--- config.mk ---
export PLATFORM = sky130hd
export DESIGN_NAME = hlsm_start_responder_flat
export DESIGN_NICKNAME = d
export VERILOG_FILES = /design/src/rtl/hlsm_start_responder_if.sv /design/src/rtl/hlsm_start_responder.sv /design/src/flat_wrapper.sv
export SDC_FILE = /design/constraint.sdc
export NUM_CORES = 1
export LEC_CHECK = 0
export CORE_AREA = 4 4 230 232
export CTS_BUF_LIST = sky130_fd_sc_hd__clkbuf_16
export CTS_CLUSTER_SIZE = 16
export DETAILED_ROUTE_END_ITERATION = 6
export DIE_AREA = 0 0 234 236
export GPL_TIMING_DRIVEN = 0
export SYNTH_ARGS = -nofsm -noshare
export SYNTH_HDL_FRONTEND = slang
export SYNTH_SLANG_ARGS = --single-unit
--- constraint.sdc ---
create_clock -name Clk -period 3.6 [get_ports Clk]
set_input_delay 0.36 -clock Clk [delete_from_list [all_inputs] [get_ports Clk]]
set_output_delay 0.36 -clock Clk [all_outputs]
set_load 0.005 [all_outputs]
--- src/rtl/hlsm_start_responder_if.sv ---
// Start/Done handshake bundle between an HLSM job source and hlsm_start_responder.
interface hlsm_start_responder_if #(
  parameter int unsigned DATAWIDTH = 32,
  parameter int unsigned NUM_OPS   = 8
);
  logic                           Start;
  logic [NUM_OPS*DATAWIDTH-1:0]   OpIn;
  logic [NUM_OPS*DATAWIDTH-1:0]   OpHold;
  logic [DATAWIDTH-1:0]           FuncResult;
  logic                           Done;
  logic [DATAWIDTH-1:0]           Result;
  logic                           Busy;
  logic [15:0]                    JobCount;

  modport master (
    output Start, OpIn, FuncResult,
    input  OpHold, Done, Result, Busy, JobCount
  );

  modport slave (
    input  Start, OpIn, FuncResult,
    output OpHold, Done, Result, Busy, JobCount
  );
endinterface

--- src/rtl/hlsm_start_responder.sv ---
// Start/Done control shell for scheduled HLSM datapaths: latch operands, wait LATENCY, register result.
// Optional build macro HLSM_RESP_RESTART_EN: Start during RUN restarts the job with fresh operands.
module hlsm_start_responder #(
  parameter int unsigned LATENCY   = 13,
  parameter int unsigned DATAWIDTH = 32,
  parameter int unsigned NUM_OPS   = 8
) (
  input  logic                  Clk,
  input  logic                  Rst,
  hlsm_start_responder_if.slave bus
);

  localparam int unsigned OPW = NUM_OPS * DATAWIDTH;
  localparam int unsigned CW  = 8;
  localparam int unsigned JW  = 16;

  typedef enum logic [1:0] {
    IDLE = 2'd0,
    RUN  = 2'd1,
    DONE = 2'd2
  } state_t;

  state_t               state, state_nxt;
  logic [CW-1:0]        cnt, cnt_nxt;
  logic [OPW-1:0]       ophold, ophold_nxt;
  logic [DATAWIDTH-1:0] result, result_nxt;
  logic [JW-1:0]        job_count_q, job_count_nxt;
  logic                 done_q, busy_q;

  // Next-state and datapath-capture decisions
  always_comb begin
    state_nxt     = state;
    cnt_nxt       = cnt;
    ophold_nxt    = ophold;
    result_nxt    = result;
    job_count_nxt = job_count_q;
    unique case (state)
      IDLE: begin
        if (bus.Start) begin
          state_nxt  = RUN;
          cnt_nxt    = CW'(1);
          ophold_nxt = bus.OpIn;
        end
      end
      RUN: begin
`ifdef HLSM_RESP_RESTART_EN
        if (bus.Start) begin
          cnt_nxt    = CW'(1);
          ophold_nxt = bus.OpIn;
        end else
`endif
        if (cnt == CW'(LATENCY)) begin
          state_nxt     = DONE;
          result_nxt    = bus.FuncResult;
          job_count_nxt = job_count_q + JW'(1);
        end else begin
          cnt_nxt = cnt + CW'(1);
        end
      end
      DONE: begin
        if (bus.Start) begin
          state_nxt  = RUN;
          cnt_nxt    = CW'(1);
          ophold_nxt = bus.OpIn;
        end else begin
          state_nxt = IDLE;
        end
      end
      default: state_nxt = IDLE;
    endcase
  end

  // Registered state and outputs; Done/Busy are decoded from the next state so they are flops
  always_ff @(posedge Clk) begin
    if (Rst) begin
      state       <= IDLE;
      cnt         <= '0;
      ophold      <= '0;
      result      <= '0;
      job_count_q <= '0;
      done_q      <= 1'b0;
      busy_q      <= 1'b0;
    end else begin
      state       <= state_nxt;
      cnt         <= cnt_nxt;
      ophold      <= ophold_nxt;
      result      <= result_nxt;
      job_count_q <= job_count_nxt;
      done_q      <= (state_nxt == DONE);
      busy_q      <= (state_nxt == RUN);
    end
  end

  assign bus.OpHold   = ophold;
  assign bus.Result   = result;
  assign bus.JobCount = job_count_q;
  assign bus.Done     = done_q;
  assign bus.Busy     = busy_q;

endmodule

--- src/flat_wrapper.sv ---
// flat-port wrapper written by rule: the top's interface ports become plain ports
module hlsm_start_responder_flat 
#(
  parameter int unsigned LATENCY   = 13,
  parameter int unsigned DATAWIDTH = 32,
  parameter int unsigned NUM_OPS   = 8
)
  (Clk, Rst, bus_Start, bus_OpIn, bus_FuncResult, bus_OpHold, bus_Done, bus_Result, bus_Busy, bus_JobCount);
  hlsm_start_responder_if #(.DATAWIDTH(DATAWIDTH), .NUM_OPS(NUM_OPS)) bus_i ();
  input  logic Clk;
  input  logic Rst;
  input wire logic [$bits(bus_i.Start)-1:0] bus_Start;
  input wire logic [$bits(bus_i.OpIn)-1:0] bus_OpIn;
  input wire logic [$bits(bus_i.FuncResult)-1:0] bus_FuncResult;
  output wire logic [$bits(bus_i.OpHold)-1:0] bus_OpHold;
  output wire logic [$bits(bus_i.Done)-1:0] bus_Done;
  output wire logic [$bits(bus_i.Result)-1:0] bus_Result;
  output wire logic [$bits(bus_i.Busy)-1:0] bus_Busy;
  output wire logic [$bits(bus_i.JobCount)-1:0] bus_JobCount;
  assign bus_i.Start = bus_Start;
  assign bus_i.OpIn = bus_OpIn;
  assign bus_i.FuncResult = bus_FuncResult;
  assign bus_OpHold = bus_i.OpHold;
  assign bus_Done = bus_i.Done;
  assign bus_Result = bus_i.Result;
  assign bus_Busy = bus_i.Busy;
  assign bus_JobCount = bus_i.JobCount;
  hlsm_start_responder #(.LATENCY(LATENCY), .DATAWIDTH(DATAWIDTH), .NUM_OPS(NUM_OPS)) u_core (.Clk(Clk), .Rst(Rst), .bus(bus_i));
endmodule
==> impl_metrics.ini, run 1 <==
[worst_setup_path]
cp.arrival_ns = 3.17
critPathLaunchType = input port
path_class = input port to flop
required_ns = 4.05
rr_worst_depth = 6
endpoint_kind = flop
cp_max_fo = 10

[clock_network]
cts_resized = 0
numCtsBuffers = 38
path_clk_slew_ns = 0.06
postCtsHoldBufs = 0
numClockSinks = 316
post_cts_buffers = 0
cts-htree-levels = 2
cts_tree = built
root_buffer = clkbuf_16
cts_max_path_buffers = 3
clk_latency_ns = 0.53

[synthesis]
synthDistinctLibCells = 35
netlist.area_leader.share = 0.571
async_flop_share = 0
syn_inst = 1406
synth-seq-cells = 316
synth_ff_type = dfxtp_1
ys_warn_count = 0
syn_area_per_cell_um2 = 7.88
synthTopCellsByArea = dfxtp_1, nand2_1, a21oi_1
synth_edf_count = 0
syn_nets = 1700
synth_top_cell_by_area = dfxtp_1
synth_area_um2 = 11100
yosysSeqAreaShare = 0.571

[routing]
wl_um = 46800
wl_met1_um = 18100
ant_nets = 0
dr.pass1.iters = 5
routedWlPerCell_um = 17.0
vias = 11900
routed_via_density = 4.32
highest_layer = met4
route.met3.wl_um = 4020
drc = 0
wl_met2_um = 23300
drtIter0Drc = 332

[power]
seqPwrFrac = 0.445
peakVddDrop_uv = 353
swShare = 0.246
p_total_mw = 8.48
p_switching_mw = 2.09
power_density_nw_per_um2 = 446
internal_power_mw = 6.40
p_comb_frac = 0.145
p_leak_nw = 6.79
p_clk_frac = 0.410

[grt]
grt_pass1_vias = 11900
grt_max_degree = 13
antenna_found_initial = 0
grt-ovfl-total = 0
grt_usage = 0.160
grt_pass1_wl_um = 69100

[min_path]
min-delay-path-class = input port to flop
hold_path_depth = 3

[layout]
area_delta_synth_final_pct = 71.6
final_core_util = 0.373
antennaDiodeCount = 0
fillers = 5279
drive_gt1_frac = 0.0334
final_nets = 2336

[sta]
slew_violations = 0
slew_headroom = 0.406
fin_crit_ns = 2.72
max_freq_mhz = 367
rsz0062_at_grt = no
min_period_over_period = 0.756
setup_viol = 0
tightest_slew_ns = 0.891
hold_viol_final = 0
final.setup_skew_ns = 0.0128
fin_setup_tns_ns = 0
fin_hold_ws_ns = 0.373

[floorplan]
initial_core_util = 0.217
dieWidth_um = 234
die_area_um2 = 55200
ios = 597
fp-row-count = 83
die_h_um = 236
coreArea_um2 = 51000

[outcome]
outcome = complete, no violations

[run]
cap_violations = 0

[placement]
detailed_place_hpwl_um = 36700
port_buffers = 596
routabilityCongestion = 0.886
## power groups by stage
stage	clock network (mW)	registers, mW	logic, mW
3_5_place_dp	0	3.85	1.24
3_3_place_gp	0	3.84	1.23
5_1_grt	3.74	3.80	1.34
4_1_cts	3.61	3.78	1.25
6_report	3.48	3.78	1.23
2_1_floorplan	0	3.85	0.364
## worst paths after layout
check	to	from	slack, ns
max	u_core.bus.OpHold[238]	bus_Start	0.88
min	u_core.bus.OpHold[123]	bus_OpIn[123]	0.37
max reg2reg	u_core.bus.OpHold[238]	u_core.state[0]	0.91
min reg2reg	u_core.bus.OpHold[216]	u_core.bus.OpHold[216]	0.45
## cells in the final DEF, fill, tap and decap left out, drive strengths merged, types with 6 or more instances in the layout
master,n
clkdlybuf4s50,596
nand2,585
dfxtp,316
a21oi,305
clkbuf,121
buf,24
clkinv,16
inv,13
nor2,12
o21ai,10
or3,9
nand3,7
nand4,6
## Yosys cell counts, types with 2 or more instances
cell / n
and4_1: 3
mux2_2: 2
and3_1: 2
nand2b_1: 3
inv_1: 7
nand4b_1: 2
o21ai_0: 10
xnor2_1: 3
o31ai_1: 4
nor2b_1: 3
nand4_1: 6
a211oi_1: 2
clkbuf_1: 79
buf_1: 12
ha_1: 3
nor2_1: 12
nor3_1: 4
buf_2: 12
dfxtp_1: 316
a21oi_1: 305
or3_1: 9
nand2_1: 585
or4_1: 4
nand3_1: 7
## critical path: stages
cell,delay (ns)
clkdlybuf4s50_1,0.51
nor2b_1,0.14
clkbuf_1,0.43
clkbuf_1,0.71
clkbuf_1,0.55
nand2_1,0.27
a21oi_1,0.17
## cells by family after synthesis
| family | Yosys count | share of synthesized area |
|---|---|---|
| simple gates | 647 | 0.233 |
| compound gates | 324 | 0.149 |
| flops | 316 | 0.571 |
| buf+inv | 111 | 0.0391 |
| xor+xnor | 3 | 0.00237 |
| fa+ha+maj | 3 | 0.00339 |
| mux | 2 | 0.00203 |
## area by class of cell
cell class | count | area [um^2] | area share
inverters | 7 | 26.3 | 0.00138
multi-input cells | 979 | 4320 | 0.227
repair buffers | 596 | 5970 | 0.314
plain buffers | 104 | 407 | 0.0214
flip-flops and latches | 316 | 6330 | 0.333
clock buffers | 41 | 1030 | 0.0540
clock inverters | 22 | 93.8 | 0.00493
well taps | 680 | 851 | 0.0447
## per-stage QoR
step                      setup slack (ns)  instances  area [um^2]
final                                0.877       2745        19000
after CTS                            0.683       2745        19000
after global placement               0.265       2682        17900
after global routing                 0.586       2745        19000
after floorplan                       1.84       1406        11100
after detailed placement             0.225       2682        17900
## state kept, by name (all words and copies together) (netlist names)
name / flops
u_core.bus.JobCount: 16
u_core.cnt: 8
u_core.bus.Busy: 1
u_core.bus.OpHold: 256
u_core.bus.Result: 32
u_core.state: 2
u_core.bus.Done: 1
## per-layer routing
metal	vias up	global-route usage
met3	77	0.0512
li1	5851	-
met2	435	0.288
met5	-	0
met4	0	0.0535
met1	5494	0.177
Power figures use the tool's default switching activity.
==> inputs of run 2 (changes only) <==
--- a/config.mk
+++ b/config.mk
@@ -5,11 +5,11 @@
 export SDC_FILE = /design/constraint.sdc
 export NUM_CORES = 1
 export LEC_CHECK = 0
-export CORE_AREA = 4 4 230 232
+export CORE_AREA = 4 4 231 233
 export CTS_BUF_LIST = sky130_fd_sc_hd__clkbuf_16
 export CTS_CLUSTER_SIZE = 16
 export DETAILED_ROUTE_END_ITERATION = 6
-export DIE_AREA = 0 0 234 236
+export DIE_AREA = 0 0 235 237
 export GPL_TIMING_DRIVEN = 0
 export SYNTH_ARGS = -nofsm -noshare
 export SYNTH_HDL_FRONTEND = slang
==> constraint.sdc (replaced) <==
create_clock -name Clk -period 2.2 [get_ports Clk]
set_input_delay 0.22 -clock Clk [delete_from_list [all_inputs] [get_ports Clk]]
set_output_delay 0.22 -clock Clk [all_outputs]
set_load 0.005 [all_outputs]
==> run 2 against run 1 <==
Compared with the run above:
- sequential share of layout area fell by 0.17 points
- non-clock buffer count unchanged
- cell count is 0.22% higher
- sequential cell count did not move
- global-route usage down 0.074 points
- die area up 0.85%
- via count is 0.23% lower
- power rose by 67%
- sequential power is 63% higher
- wire length grew 0.40%
- critical path depth is 1 higher
- worst setup slack lost 0.74 ns
- critical path type is now flop to flop
- critical endpoint is now u_core.bus.Result[0]
- largest cell class unchanged
==> impl_metrics.ini, run 2 (synthesis results as in run 1) <==
[routing]
wl_um = 47000
routed_via_density = 4.30
drc = 0
vias = 11800
drtIter0Drc = 492
dr.pass1.iters = 4
routedWlPerCell_um = 17.1
ant_nets = 0

[layout]
largest_register_ffs = 256
fillers = 5318
mostFrequentLayoutCell = clkdlybuf4s50_1
antennaDiodeCount = 0
final_cell_area_um2 = 19100
register_area_um2 = 6330
final_core_util = 0.373
multi_input_area_um2 = 4320
final_nets = 2336
final_cell_mix = clkdlybuf4s50_1, nand2_1, dfxtp_1
drive_gt1_frac = 0.0406
area_delta_synth_final_pct = 72.5

[worst_setup_path]
rr_worst_depth = 8
startpoint = u_core.cnt[1]
path_class = flop to flop
r2r-start = u_core.cnt[1]
endpoint_kind = flop
cp.arrival_ns = 2.51
regToRegSetupSlack_ns = 0.14
critPathLaunchType = flop
cp_max_fo = 10
r2r_end = u_core.bus.Result[0]
required_ns = 2.65

[clock_network]
cts_tree = built
path_clk_slew_ns = 0.06
clk_latency_ns = 0.53
post_cts_buffers = 0
cts-htree-levels = 2
numClockSinks = 316
numCtsBuffers = 38
cts_max_path_buffers = 3
root_buffer = clkbuf_16

[grt]
use_met3 = 0.0639
grt-ovfl-total = 0
grt_pass1_wl_um = 70400
grt_max_degree = 13
grtUsageMet1 = 0.178
grt_pass1_vias = 11900
grt_usage = 0.159
top_usage_layer = met2
grt.met2_usage = 0.278
antenna_found_initial = 1

[min_path]
min-delay-path-class = input port to flop
hold_start = bus_OpIn[216]
min_to = u_core.bus.OpHold[216]
hold_path_depth = 3

[floorplan]
coreArea_um2 = 51200
initial_core_util = 0.216
die_area_um2 = 55700
ios = 597
fp-row-count = 83
dieWidth_um = 235
die_h_um = 237

[sta]
setup_viol = 0
max_freq_mhz = 486
setup_ws_ns = 0.141
hold_viol_final = 0
min_period_over_period = 0.936
final.setup_skew_ns = 0.00948
tightest_slew_ns = 0.785
fin_hold_ws_ns = 0.236
fin_crit_ns = 2.06
rsz0062_at_grt = no
slew_headroom = 0.477
slew_violations = 0

[run]
cap_violations = 0

[power]
p_total_mw = 14.2
p_leak_nw = 6.87
peakVddDrop_uv = 571
power_density_nw_per_um2 = 743

[placement]
dpl-instance-area_um2 = 17900
routabilityCongestion = 0.869
detailed_place_hpwl_um = 36900
port_buffers = 596
post-place-ws_ns = -1.24

[outcome]
outcome = complete, no violations
[run 2: worst max-delay path, stage by stage, from the launching register on]
cell and delay, ns:
dfxtp_1 0.37, inv_1 0.06, ha_1 0.17, and3_1 0.18, clkbuf_2 0.15, nand3_1 0.28, clkbuf_1 0.50, nand2_1 0.13
a21oi_1 0.16
[run 2: timing repair]
item,CTS,global route
hold buffers,0,0
hold endpoints to repair,0,0
setup endpoints to repair,194,48
resized for setup,8,12
cloned,0,0
[run 2: power by group]
part	switching [mW]	internal [mW]	leakage [nW]
Clock	2.44	3.58	0.620
Combinational	0.874	1.13	3.66
Sequential	0.167	6.02	2.59
Total	3.48	10.7	6.87
[run 2: metrics by stage]
stage	setup TNS, ns	instances
2_1_floorplan	0	1406
3_3_place_gp	-143.05	2682
3_5_place_dp	-150.95	2682
4_1_cts	0	2751
5_1_grt	0	2751
6_report	0	2751
[run 2: how the worst max path moves through the flow]
stage,endpoint,slack (ns),depth (start not counted)
floorplan,u_core.cnt[6],0.44,7
global placement,u_core.bus.OpHold[179],-1.25,7
detailed placement,u_core.bus.OpHold[179],-1.24,7
CTS,u_core.bus.OpHold[249],0.01,6
global route,u_core.bus.Result[0],0.0002,8
finish,u_core.bus.Result[0],0.14,8
[run 2: cell type report]
| class | count | share of cell area |
|---|---|---|
| Sequential cell | 316 | 0.331 |
| Multi-Input combinational cell | 979 | 0.226 |
| Buffer | 104 | 0.0222 |
| Timing Repair Buffer | 596 | 0.312 |
| Tap cell | 680 | 0.0445 |
| Inverter | 7 | 0.00137 |
| Clock inverter | 28 | 0.00897 |
| Clock buffer | 41 | 0.0537 |
[run 2: per-layer routing]
layer | wire, um | vias to the layer above
met4 | 1280 | 0
met3 | 4550 | 67
met5 | 0 | -
met1 | 18300 | 5435
li1 | - | 5859
met2 | 22800 | 469
==> inputs of run 3 (changes only) <==
--- a/config.mk
+++ b/config.mk
@@ -5,6 +5,7 @@
 export SDC_FILE = /design/constraint.sdc
 export NUM_CORES = 1
 export LEC_CHECK = 0
+export CAP_MARGIN = 20
 export CORE_AREA = 4 4 231 233
 export CTS_BUF_LIST = sky130_fd_sc_hd__clkbuf_16
 export CTS_CLUSTER_SIZE = 16
==> results of run 3 <==
Same layout as run 2: the final DEF is identical, and so are final timing and power.
